--- src/rtl/difftest_step_batcher.sv ---
// Batches per-cycle commit counts into difftest step reports and converts a trap into an exit code.
// Optional build macro DIFFTEST_STEP_TIMEOUT_EN flushes a partial batch after TIMEOUT idle cycles.
module difftest_step_batcher #(
    parameter int STEP_W   = 8,
    parameter int CNT_IN_W = 4,
    parameter int BATCH    = 16,
    parameter int TIMEOUT  = 64
) (
    input  logic                clock,
    input  logic                reset_n,
    input  logic [CNT_IN_W-1:0] commit_cnt,
    input  logic                trap_valid,
    input  logic                trap_good,
    input  logic [31:0]         trap_code,
    output logic [STEP_W-1:0]   difftest_step,
    output logic [63:0]         difftest_exit,
    output logic                dropped
);

    localparam logic [STEP_W:0] MAX_V   = {1'b0, {STEP_W{1'b1}}};
    localparam logic [STEP_W:0] BATCH_V = (STEP_W+1)'(BATCH);

    if ((BATCH < 1) || (BATCH > (2**STEP_W - 1)) || (TIMEOUT < 1) || (CNT_IN_W > STEP_W)) begin : g_bad_param
        $error("difftest_step_batcher: illegal parameter combination");
    end

    typedef enum logic [1:0] {
        ST_RUN    = 2'd0,
        ST_DRAIN  = 2'd1,
        ST_EXITED = 2'd2
    } state_t;

    function automatic logic [STEP_W-1:0] sat_step(input logic [STEP_W:0] v);
        return (v > MAX_V) ? MAX_V[STEP_W-1:0] : v[STEP_W-1:0];
    endfunction

    function automatic logic [63:0] exit_code(input logic good, input logic [31:0] code);
        if (good)
            return '1;
        // A bad trap must never look like "still running", so code 0 becomes 1.
        else if (code == 32'h0)
            return 64'd1;
        else
            return {32'h0, code};
    endfunction

    state_t              r_state;
    state_t              w_state_nxt;
    logic [STEP_W:0]     r_acc;
    logic [STEP_W:0]     w_acc_nxt;
    logic [STEP_W:0]     w_sum;
    logic [STEP_W-1:0]   r_step;
    logic [STEP_W-1:0]   w_step_nxt;
    logic [63:0]         r_exit;
    logic [63:0]         w_exit_nxt;
    logic                r_dropped;
    logic                w_dropped_nxt;
    logic                r_trap_good;
    logic [31:0]         r_trap_code;
    logic                w_capture;
    logic                w_emit_run;
    logic                w_flush;
    logic [STEP_W-1:0]   w_e_run;
    logic [STEP_W-1:0]   w_e_drain;

    assign w_sum     = r_acc + (STEP_W+1)'(commit_cnt);
    assign w_e_run   = sat_step(w_sum);
    assign w_e_drain = sat_step(r_acc);

`ifdef DIFFTEST_STEP_TIMEOUT_EN
    localparam int IDLE_W = $clog2(TIMEOUT) + 1;
    localparam logic [IDLE_W-1:0] IDLE_LAST = IDLE_W'(TIMEOUT - 1);

    logic [IDLE_W-1:0] r_idle;
    logic [IDLE_W-1:0] w_idle_nxt;

    assign w_flush = (r_idle == IDLE_LAST) && (w_sum != '0);

    // Counts RUN cycles that hold a partial batch without emitting.
    always_comb begin
        w_idle_nxt = '0;
        if ((r_state == ST_RUN) && (r_acc != '0) && !w_emit_run)
            w_idle_nxt = r_idle + 1'b1;
    end

    always_ff @(posedge clock or negedge reset_n) begin
        if (!reset_n)
            r_idle <= '0;
        else
            r_idle <= w_idle_nxt;
    end
`else
    assign w_flush = 1'b0;
`endif

    assign w_emit_run = (w_sum >= BATCH_V) || w_flush;

    always_comb begin
        w_state_nxt   = r_state;
        w_acc_nxt     = r_acc;
        w_step_nxt    = '0;
        w_exit_nxt    = r_exit;
        w_dropped_nxt = r_dropped;
        w_capture     = 1'b0;
        case (r_state)
            ST_RUN: begin
                if (w_emit_run) begin
                    w_step_nxt = w_e_run;
                    w_acc_nxt  = w_sum - {1'b0, w_e_run};
                end else begin
                    w_acc_nxt  = w_sum;
                end
                if (trap_valid) begin
                    w_capture   = 1'b1;
                    w_state_nxt = ST_DRAIN;
                end
            end
            ST_DRAIN: begin
                if (commit_cnt != '0)
                    w_dropped_nxt = 1'b1;
                // Exit is only raised once the accumulator is empty, so it never coincides with a step.
                if (r_acc != '0) begin
                    w_step_nxt = w_e_drain;
                    w_acc_nxt  = r_acc - {1'b0, w_e_drain};
                end else begin
                    w_exit_nxt  = exit_code(r_trap_good, r_trap_code);
                    w_state_nxt = ST_EXITED;
                end
            end
            ST_EXITED: begin
                if (commit_cnt != '0)
                    w_dropped_nxt = 1'b1;
            end
            default: begin
                w_state_nxt = ST_RUN;
            end
        endcase
    end

    always_ff @(posedge clock or negedge reset_n) begin
        if (!reset_n) begin
            r_state   <= ST_RUN;
            r_acc     <= '0;
            r_step    <= '0;
            r_exit    <= '0;
            r_dropped <= 1'b0;
        end else begin
            r_state   <= w_state_nxt;
            r_acc     <= w_acc_nxt;
            r_step    <= w_step_nxt;
            r_exit    <= w_exit_nxt;
            r_dropped <= w_dropped_nxt;
        end
    end

    // Trap qualifiers are only consumed after capture, so they need no reset.
    always_ff @(posedge clock) begin
        if (w_capture) begin
            r_trap_good <= trap_good;
            r_trap_code <= trap_code;
        end
    end

    assign difftest_step = r_step;
    assign difftest_exit = r_exit;
    assign dropped       = r_dropped;

endmodule

--- config.mk ---
export PLATFORM = sky130hd
export DESIGN_NAME = difftest_step_batcher
export DESIGN_NICKNAME = d
export VERILOG_FILES = /design/src/rtl/difftest_step_batcher.sv
export SDC_FILE = /design/constraint.sdc
export NUM_CORES = 1
export LEC_CHECK = 0
export ABC_AREA = 1
export CORE_MARGIN = 1.5
export CORE_UTILIZATION = 30
export CTS_BUF_LIST = sky130_fd_sc_hd__clkbuf_2 sky130_fd_sc_hd__clkbuf_4 sky130_fd_sc_hd__clkbuf_8
export CTS_CLUSTER_SIZE = 14
export DETAILED_ROUTE_END_ITERATION = 8
export GPL_TIMING_DRIVEN = 1
export SYNTH_ARGS = -nofsm -noshare
export SYNTH_HDL_FRONTEND = slang
export SYNTH_SLANG_ARGS = --single-unit
export TNS_END_PERCENT = 20
--- constraint.sdc ---
create_clock -name clock -period 7.4 [get_ports clock]
set_clock_uncertainty 0.2 [all_clocks]
set_input_delay 1.48 -clock clock [delete_from_list [all_inputs] [get_ports clock]]
set_output_delay 1.48 -clock clock [all_outputs]
set_load 0.03 [all_outputs]
==> results of run 1 <==
## cells by family (layout without fill, tap and decap cells)
family          after synthesis  count (layout)  synth area share
xor+xnor                      6               6            0.0137
flops                        86              86             0.529
compound gates               83              83             0.115
fa+ha+maj                    10              10            0.0303
buf+inv                     106             187             0.122
simple gates                190             190             0.191
## worst min-delay path, stage by stage, from the launching register on
cell	delay (ps)
sky130_fd_sc_hd__dfrtp_1	350
sky130_fd_sc_hd__inv_1	40
sky130_fd_sc_hd__nand2_1	50
## cell type report
class | instances | area share
Clock buffer | 9 | 0.0221
Clock inverter | 7 | 0.0111
Inverter | 56 | 0.0374
Multi-Input combinational cell | 289 | 0.274
Sequential cell | 86 | 0.413
Tap cell | 180 | 0.0401
Timing Repair Buffer | 115 | 0.203
## metrics by stage
stage,power (mW),hold WS [ps]
final,2.18,275
after CTS,2.19,282
after global placement,1.83,247
after detailed placement,1.86,259
after global routing,2.35,327
after floorplan,1.55,278
## metal layers
| layer | track usage | vias to the layer above | part of all wire |
|---|---|---|---|
| met1 | 0.173 | 1591 | 0.45 |
| met5 | 0 | - | 0 |
| met4 | 0.0438 | 0 | 0.012 |
| met3 | 0.0453 | 13 | 0.060 |
| met2 | 0.230 | 102 | 0.48 |
| li1 | - | 1722 | - |
## worst paths after layout
check	startpoint	endpoint	slack [ps]	depth (start not counted)
setup / recovery	commit_cnt[0]	r_acc[8]$_DFFE_PN0P_	3360	16
hold / removal	dropped$_DFFE_PN0P_	dropped$_DFFE_PN0P_	270	2
setup reg to reg	r_acc[8]$_DFFE_PN0P_	difftest_exit[2]$_DFFE_PN0P_	4300	5
hold reg to reg	dropped$_DFFE_PN0P_	dropped$_DFFE_PN0P_	270	2
max in group asynchronous	reset_n	difftest_exit[10]$_DFFE_PN0P_	5490	2
min in group asynchronous	reset_n	dropped$_DFFE_PN0P_	1040	2
## where the power goes
group | switching, mW | internal [mW]
clock | 0.188 | 0.129
sequential | 0.105 | 0.629
combinational | 0.720 | 0.411
total | 1.01 | 1.17
## layout by cell type (no fill, tap or decap), types with 9 or more instances in the layout
master / instances
sky130_fd_sc_hd__edfxtp_1: 33
sky130_fd_sc_hd__clkbuf_8: 9
sky130_fd_sc_hd__dfrtp_1: 53
sky130_fd_sc_hd__nor2_1: 41
sky130_fd_sc_hd__inv_1: 56
sky130_fd_sc_hd__nand4_1: 12
sky130_fd_sc_hd__nand3_1: 16
sky130_fd_sc_hd__a21oi_1: 12
sky130_fd_sc_hd__o21ai_0: 33
sky130_fd_sc_hd__o211ai_1: 24
sky130_fd_sc_hd__clkdlybuf4s50_1: 111
sky130_fd_sc_hd__nand2_1: 102
sky130_fd_sc_hd__ha_1: 9
## sequential cells by signal (all words and copies together) (netlist names)
| name | flops |
|---|---|
| difftest_step | 8 |
| dropped | 1 |
| r_state | 2 |
| r_trap_good | 1 |
| difftest_exit | 33 |
| r_acc | 9 |
| r_trap_code | 32 |
==> impl_summary.log, run 1 <==
INFO  metric grt_max_degree = 66
INFO  metric finish.cell_count_without_fillers = about 740
INFO  metric max_freq = between 0.2 and 0.25 GHz
INFO  metric timing.final.max_slew_violations = 0
INFO  metric floorplan.io_pins = 113
INFO  metric period_minus_slack = between 4000 and 5000 ps
INFO  metric cts_root_buf = sky130_fd_sc_hd__clkbuf_8
INFO  metric seq_area = between 2000 and 2500 sq um
INFO  metric worst_slew_margin_relative_to_its_limit = 0.261
INFO  metric num-nets-final = slightly above 600
INFO  metric detail_route.iter0.violations = ~230
INFO  metric ys.flop_type = sky130_fd_sc_hd__dfrtp_1
INFO  metric dp_cells = around 730
INFO  metric insertion_delay_of_the_later_clocked_pin_in_the_worst_skew_pair = 370 ps
INFO  metric grt_setup_unrepaired = no
INFO  metric drtAntennaViolNets = 0
INFO  metric die-width = around 120 um
INFO  metric core.rowCount = 43
INFO  metric number_of_buffers_on_the_longest_clock_path = 2
INFO  metric post-synth-top-area-fraction = 0.303
INFO  metric signal_arrival_time_at_the_worst_endpoint = approximately 4100 ps
INFO  metric critical_path.startpoint_type = input port
INFO  metric synthTopCellsByCount = 102 x sky130_fd_sc_hd__nand2_1, 56 x sky130_fd_sc_hd__inv_1, 53 x sky130_fd_sc_hd__dfrtp_1, 41 x sky130_fd_sc_hd__nor2_1
INFO  metric cts_tree = yes
INFO  metric via_per_inst = approximately 4.6
INFO  metric layout_setup_ws = around 3400 ps
INFO  metric num_vias = approximately 3400
INFO  metric post-route-cell-area = about 5600 sq um
INFO  metric worst_path_required = roughly 7500 ps
INFO  metric fillCellCount = ~1400
INFO  metric drive_gt1_frac = 0.0623
INFO  metric hold_path_class = flop to flop
INFO  metric htree_num_levels = 3
INFO  metric post_synth_inst_count = slightly below 500
INFO  metric static-leakage-power = 2.40 nW
INFO  metric post_cts.repair.setup_buffers = 0
INFO  metric min_period_over_period = 0.547
INFO  metric critical-path-max-stage-delay = ~440 ps
INFO  metric antenna-diode-count = 0
INFO  metric netlist_cell_types = 39
INFO  metric setup_viol = 0
INFO  metric sequential_fraction_of_the_synthesis_area = 0.529
INFO  metric drt_wl_total = ~11 mm
INFO  metric worstMarginPinSlew = ~1100 ps
INFO  metric cp_slowest_cell = sky130_fd_sc_hd__clkdlybuf4s50_1
INFO  metric vias_in_the_first_global_route = between 3000 and 4000
INFO  metric run_status = finished, final reports clean
INFO  metric initial_antenna_violation_count = 0
INFO  metric criticalPathCategory = input port to flop
INFO  metric initial_core_util = 0.312
INFO  metric crit_path_max_fanout = 18
INFO  metric vertical_extent_of_the_die = between 100 and 150 um
INFO  metric post_route_core_utilization = 0.400
INFO  metric cts_num_sinks = between 80 and 90
INFO  metric critPathTopFamily = simple AND/OR/NAND/NOR gates
INFO  metric drv.max_cap_violation_count = 0
INFO  metric cts_buffers = 9
INFO  metric multi_input_comb_area = around 1500 sq um
INFO  metric synth.top_cells.by_area = sky130_fd_sc_hd__dfrtp_1 30%, sky130_fd_sc_hd__edfxtp_1 23%, sky130_fd_sc_hd__nand2_1 8.7%
INFO  metric yosysTopAreaCell = sky130_fd_sc_hd__dfrtp_1
INFO  metric power-per-cell-area = a little under 400 nW/um^2
INFO  metric final-hold-violation-count = 0
INFO  metric dp_hpwl = approximately 7.6 mm
INFO  metric gp_routability_congestion = ~0.87
INFO  metric wire_length_of_the_first_global_routing_pass = between 15 and 20 mm
INFO  metric synth-seq-cells = 86
INFO  metric total_track_usage = 0.139
INFO  metric cts.reportedPaths.clkPinSlew = approximately 90 ps
INFO  metric ir_drop = about 0.13 mV
INFO  metric worstPathCellList = clkdlybuf4s50_1 -> ha_1 -> fa_1 -> nand3_1 -> nand3_2 -> nand2_1 -> nand2_2 -> nand2_4 -> nand2_1 -> ha_1 -> nand3_1 -> nor2_1 -> a21oi_1 -> nand2_1 -> nand2_1 -> nand2_1
INFO  metric drt_first_pass_iters = 4
INFO  metric detail_route.wl_per_cell = approximately 14 um
INFO  metric ys_warn_count = 0
INFO  metric setup-tns-final = 0 ps
INFO  metric syn_area_per_cell = between 9 and 10 sq um
INFO  metric critical_path.n_buffers_inverters = 1
INFO  metric design.core.area = between 10000 and 15000 sq um
INFO  metric drc_errors = 0
INFO  metric areaGrowthSynthToFinish = 28.1%
INFO  metric cts_resized = 0
INFO  metric pre_cts_ws = between 3000 and 4000 ps
INFO  metric yosys.cell_count.top_type = sky130_fd_sc_hd__nand2_1
INFO  metric cpMostUsedCell = sky130_fd_sc_hd__nand2_1
INFO  metric cts_hold_buf = 0
INFO  metric floorplan.die_area = approximately 15000 sq um
INFO  metric syn_area = 4380 sq um
INFO  metric placedInstanceArea = approximately 5400 sq um
INFO  metric overflow = 0
INFO  metric endpoint_kind = flop
INFO  metric synth-edff-count = 33
INFO  metric async_s_r_ff_share_synth = 0.616
INFO  metric portBuffers = 112
INFO  metric synth_fp_nets = around 530
No activity file was read; power rests on OpenSTA's default activity.
==> run 2, diff against run 1 <==
==> constraint.sdc (replaced) <==
create_clock -name clock -period 3.7 [get_ports clock]
set_clock_uncertainty 0.2 [all_clocks]
set_input_delay 0.74 -clock clock [delete_from_list [all_inputs] [get_ports clock]]
set_output_delay 0.74 -clock clock [all_outputs]
set_load 0.03 [all_outputs]
==> run 2 against run 1 <==
  * Sequential power increased by 100%
  * Core utilization up 0.47 points
  * Final cell count grew 0.40%
  * Combinational power grew 99%
  * Clock power grew 140%
  * Flip-flop and latch count unchanged
  * Power increased by 110%
  * Worst hold slack improved by 3.2 ps
  * Global-route usage rose by 0.22 points
  * Largest cell class unchanged
==> impl_summary.log, run 2 (same netlist as run 1, synthesis figures left out) <==
INFO  metric run_status = finished, final reports clean
INFO  metric drtAntennaViolNets = 0 (unchanged)
INFO  metric drc_errors = 0 (unchanged)
INFO  metric mostFrequentLayoutCell = sky130_fd_sc_hd__clkdlybuf4s50_1
INFO  metric power-per-cell-area = 788 nW/um^2 (+100%)
INFO  metric dp_hpwl = 7.59 mm (-0.16%)
INFO  metric net-switching-power = 1.98 mW (+96%)
INFO  metric cts.reportedPaths.clkPinSlew = 80 ps (about the same)
INFO  metric vertical_extent_of_the_die = 124 um (unchanged)
INFO  metric initial_core_util = 0.312 (unchanged)
INFO  metric critPathTopFamily = simple AND/OR/NAND/NOR gates
INFO  metric detail_route.iter0.violations = 263 (+16%)
INFO  metric pre_cts_ws = 153 ps (-2860 ps)
INFO  metric cts_hold_buf = 0 (unchanged)
INFO  metric endpoint_kind = flop
INFO  metric worstPathCellList = clkdlybuf4s50_1 -> ha_1 -> fa_1 -> nand3_1 -> nand3_2 -> nand3_1 -> nand2_4 -> nand2_1 -> ha_1 -> nand3_1 -> nor2_1 -> nor2_1 -> nand2_1 -> nand2_1 -> nand2_1 -> nand2_1
INFO  metric hold_path_class = flop to flop
INFO  metric gp_routability_congestion = 0.854 (-1.8%)
INFO  metric ir_drop = 0.333 mV (+160%)
INFO  metric worst_r2r_startpoint = r_acc[8]$_DFFE_PN0P_
INFO  metric regToRegEndpoint = r_acc[8]$_DFFE_PN0P_
INFO  metric hold-path-endpoint = dropped$_DFFE_PN0P_
INFO  metric num-nets-final = 610 (+0.49%)
INFO  metric design.core.area = 14000 sq um (unchanged)
INFO  metric fillCellCount = 1414 (+2.1%)
INFO  metric hold_start = dropped$_DFFE_PN0P_
INFO  metric worst-r2r-setup-slack = 820 ps (-3480 ps)
INFO  metric drv.max_cap_violation_count = 0 (unchanged)
INFO  metric via_per_inst = 4.61 (-0.29%)
INFO  metric setup_viol = 0 (unchanged)
INFO  metric p_int = 2.50 mW (+110%)
INFO  metric worst_path_required = 3760 ps (-3700 ps)
INFO  metric final-hold-violation-count = 0 (unchanged)
INFO  metric drive_gt1_frac = 0.0673 (+0.00498)
INFO  metric signal_arrival_time_at_the_worst_endpoint = 3220 ps (-890 ps)
INFO  metric post_cts.repair.setup_buffers = 0 (unchanged)
INFO  metric wire_length_of_the_first_global_routing_pass = 16.5 mm (+1.1%)
INFO  metric cts_resized = 0 (unchanged)
INFO  metric worstMarginPinSlew = 964 ps (-142 ps)
INFO  metric initial_antenna_violation_count = 0 (unchanged)
INFO  metric num_vias = 3432 (+0.12%)
INFO  metric cts_buffers = 9 (unchanged)
INFO  metric crit_path_max_fanout = 9 (-9)
INFO  metric overflow = 0 (unchanged)
INFO  metric areaGrowthSynthToFinish = 29.6%
INFO  metric period_minus_slack = ~3200 ps
INFO  metric worst_slew_margin_relative_to_its_limit = 0.357 (+0.0966)
INFO  metric multi_input_comb_area = 1540 sq um (unchanged)
INFO  metric drt_first_pass_iters = 4 (unchanged)
INFO  metric timing.final.max_slew_violations = 0 (unchanged)
INFO  metric layout_setup_ws = 537 ps (-2820 ps)
INFO  metric total_track_usage = 0.141 (+0.00217)
INFO  metric post-route-cell-area = 5680 sq um (+1.2%)
INFO  metric placedInstanceArea = 5450 sq um (+0.41%)
INFO  metric antenna-diode-count = 0 (unchanged)
INFO  metric seq_area = 2320 sq um (unchanged)
INFO  metric cts_num_sinks = 86 (unchanged)
INFO  metric number_of_buffers_on_the_longest_clock_path = 2 (unchanged)
INFO  metric grt_max_degree = 66 (unchanged)
INFO  metric insertion_delay_of_the_later_clocked_pin_in_the_worst_skew_pair = 370 ps (about the same)
INFO  metric min_period_over_period = 0.855
INFO  metric power.switching_fraction = 0.443 (-0.0216)
INFO  metric comb_power_share = 0.503 (-0.015)
INFO  metric static-leakage-power = 2.43 nW (+1.5%)
INFO  metric portBuffers = 112 (unchanged)
INFO  metric critical_path.startpoint_type = input port
INFO  metric max_freq = between 0.3 and 0.4 GHz
INFO  metric criticalPathCategory = input port to flop
INFO  metric cts_tree = yes
INFO  metric drt_wl_total = 10.4 mm (-1.6%)
INFO  metric cts_root_buf = sky130_fd_sc_hd__clkbuf_8
INFO  metric layout_common_cells = 111 x sky130_fd_sc_hd__clkdlybuf4s50_1, 102 x sky130_fd_sc_hd__nand2_1, 56 x sky130_fd_sc_hd__inv_1
INFO  metric setup-tns-final = 0 ps (unchanged)
INFO  metric cpMostUsedCell = sky130_fd_sc_hd__nand2_1
INFO  metric grt_setup_unrepaired = no
INFO  metric vias_in_the_first_global_route = 3346 (-0.45%)
INFO  metric htree_num_levels = 3 (unchanged)
INFO  metric largest_register_ffs = 33 (unchanged)
INFO  metric floorplan.die_area = 15300 sq um (unchanged)
INFO  metric power.sequential.fraction = 0.327 (-0.010)
INFO  metric critical_path.n_buffers_inverters = 1 (unchanged)
INFO  metric min_delay_path_depth = 2 (unchanged)
INFO  metric floorplan.io_pins = 113 (unchanged)
INFO  metric critical-path-max-stage-delay = 430 ps (about the same)
INFO  metric die-width = 124 um (unchanged)
INFO  metric cp_slowest_cell = sky130_fd_sc_hd__clkdlybuf4s50_1
INFO  metric detail_route.wl_per_cell = 13.9 um (-2.0%)
INFO  metric reg2regPathDepth = 10 (+5)
INFO  metric share_clk_of_total_power = 0.170 (+0.025)
INFO  metric core.rowCount = 43 (unchanged)
## run 2: changes by cell type in the layout (fill, tap and decap cells not counted)
cell                        change
sky130_fd_sc_hd__buf_4          +3
sky130_fd_sc_hd__bufinv_16      +2
sky130_fd_sc_hd__clkbuf_8       +1
sky130_fd_sc_hd__clkinv_2       +1
sky130_fd_sc_hd__clkinv_4       -2
sky130_fd_sc_hd__inv_6          -2
## run 2: power by group through the flow
stage | logic [mW] | clock network (mW) | registers (mW)
floorplan | 1.49 | 0 | 1.60
global placement | 2.22 | 0 | 1.48
detailed placement | 2.24 | 0 | 1.48
CTS | 2.25 | 0.797 | 1.47
global route | 2.52 | 0.831 | 1.50
finish | 2.25 | 0.762 | 1.47
## run 2: how the worst max path moves through the flow
stage,start,endpoint,slack [ps],cells after the start
floorplan,commit_cnt[0],r_acc[8]$_DFFE_PN0P_,700,16
global placement,commit_cnt[0],r_acc[8]$_DFFE_PN0P_,230,16
detailed placement,commit_cnt[0],r_acc[8]$_DFFE_PN0P_,150,16
CTS,commit_cnt[0],r_acc[8]$_DFFE_PN0P_,570,16
global route,commit_cnt[0],r_acc[8]$_DFFE_PN0P_,300,16
finish,commit_cnt[0],r_acc[8]$_DFFE_PN0P_,540,16
## run 2: final cells by class
| type | instances | share of cell area |
|---|---|---|
| clock buffers | 10 | 0.0242 |
| clock inverters | 6 | 0.0163 |
| inverters | 56 | 0.0370 |
| multi-input cells | 289 | 0.270 |
| flip-flops and latches | 86 | 0.408 |
| well taps | 180 | 0.0396 |
| repair buffers | 118 | 0.204 |
## run 2: per-layer routing
layer | GRT usage | vias to the layer above | share of wire
li1 | - | 1724 | -
met1 | 0.179 | 1568 | 0.43
met2 | 0.227 | 128 | 0.48
met3 | 0.0462 | 12 | 0.076
met4 | 0.0474 | 0 | 0.013
met5 | 0 | - | 0
## run 2: worst reg2reg max path: cells and delay by family (launching register included)
family / cells / cell delay [ps]
AO/OA/AOI/OAI: 1 / 140
buffers and inverters: 3 / 690
flip-flops: 1 / 550
AND/OR/NAND/NOR: 6 / 1200
## run 2: stage by stage
stage | util | total power [mW] | hold WS, ps | cells
2_1_floorplan | - | 3.09 | 244 | 481
3_5_place_dp | 0.388 | 3.73 | 267 | 729
4_1_cts | 0.405 | 4.52 | 288 | 745
3_3_place_gp | 0.388 | 3.70 | 248 | 729
5_1_grt | 0.405 | 4.85 | 313 | 745
6_report | 0.405 | 4.48 | 278 | 745
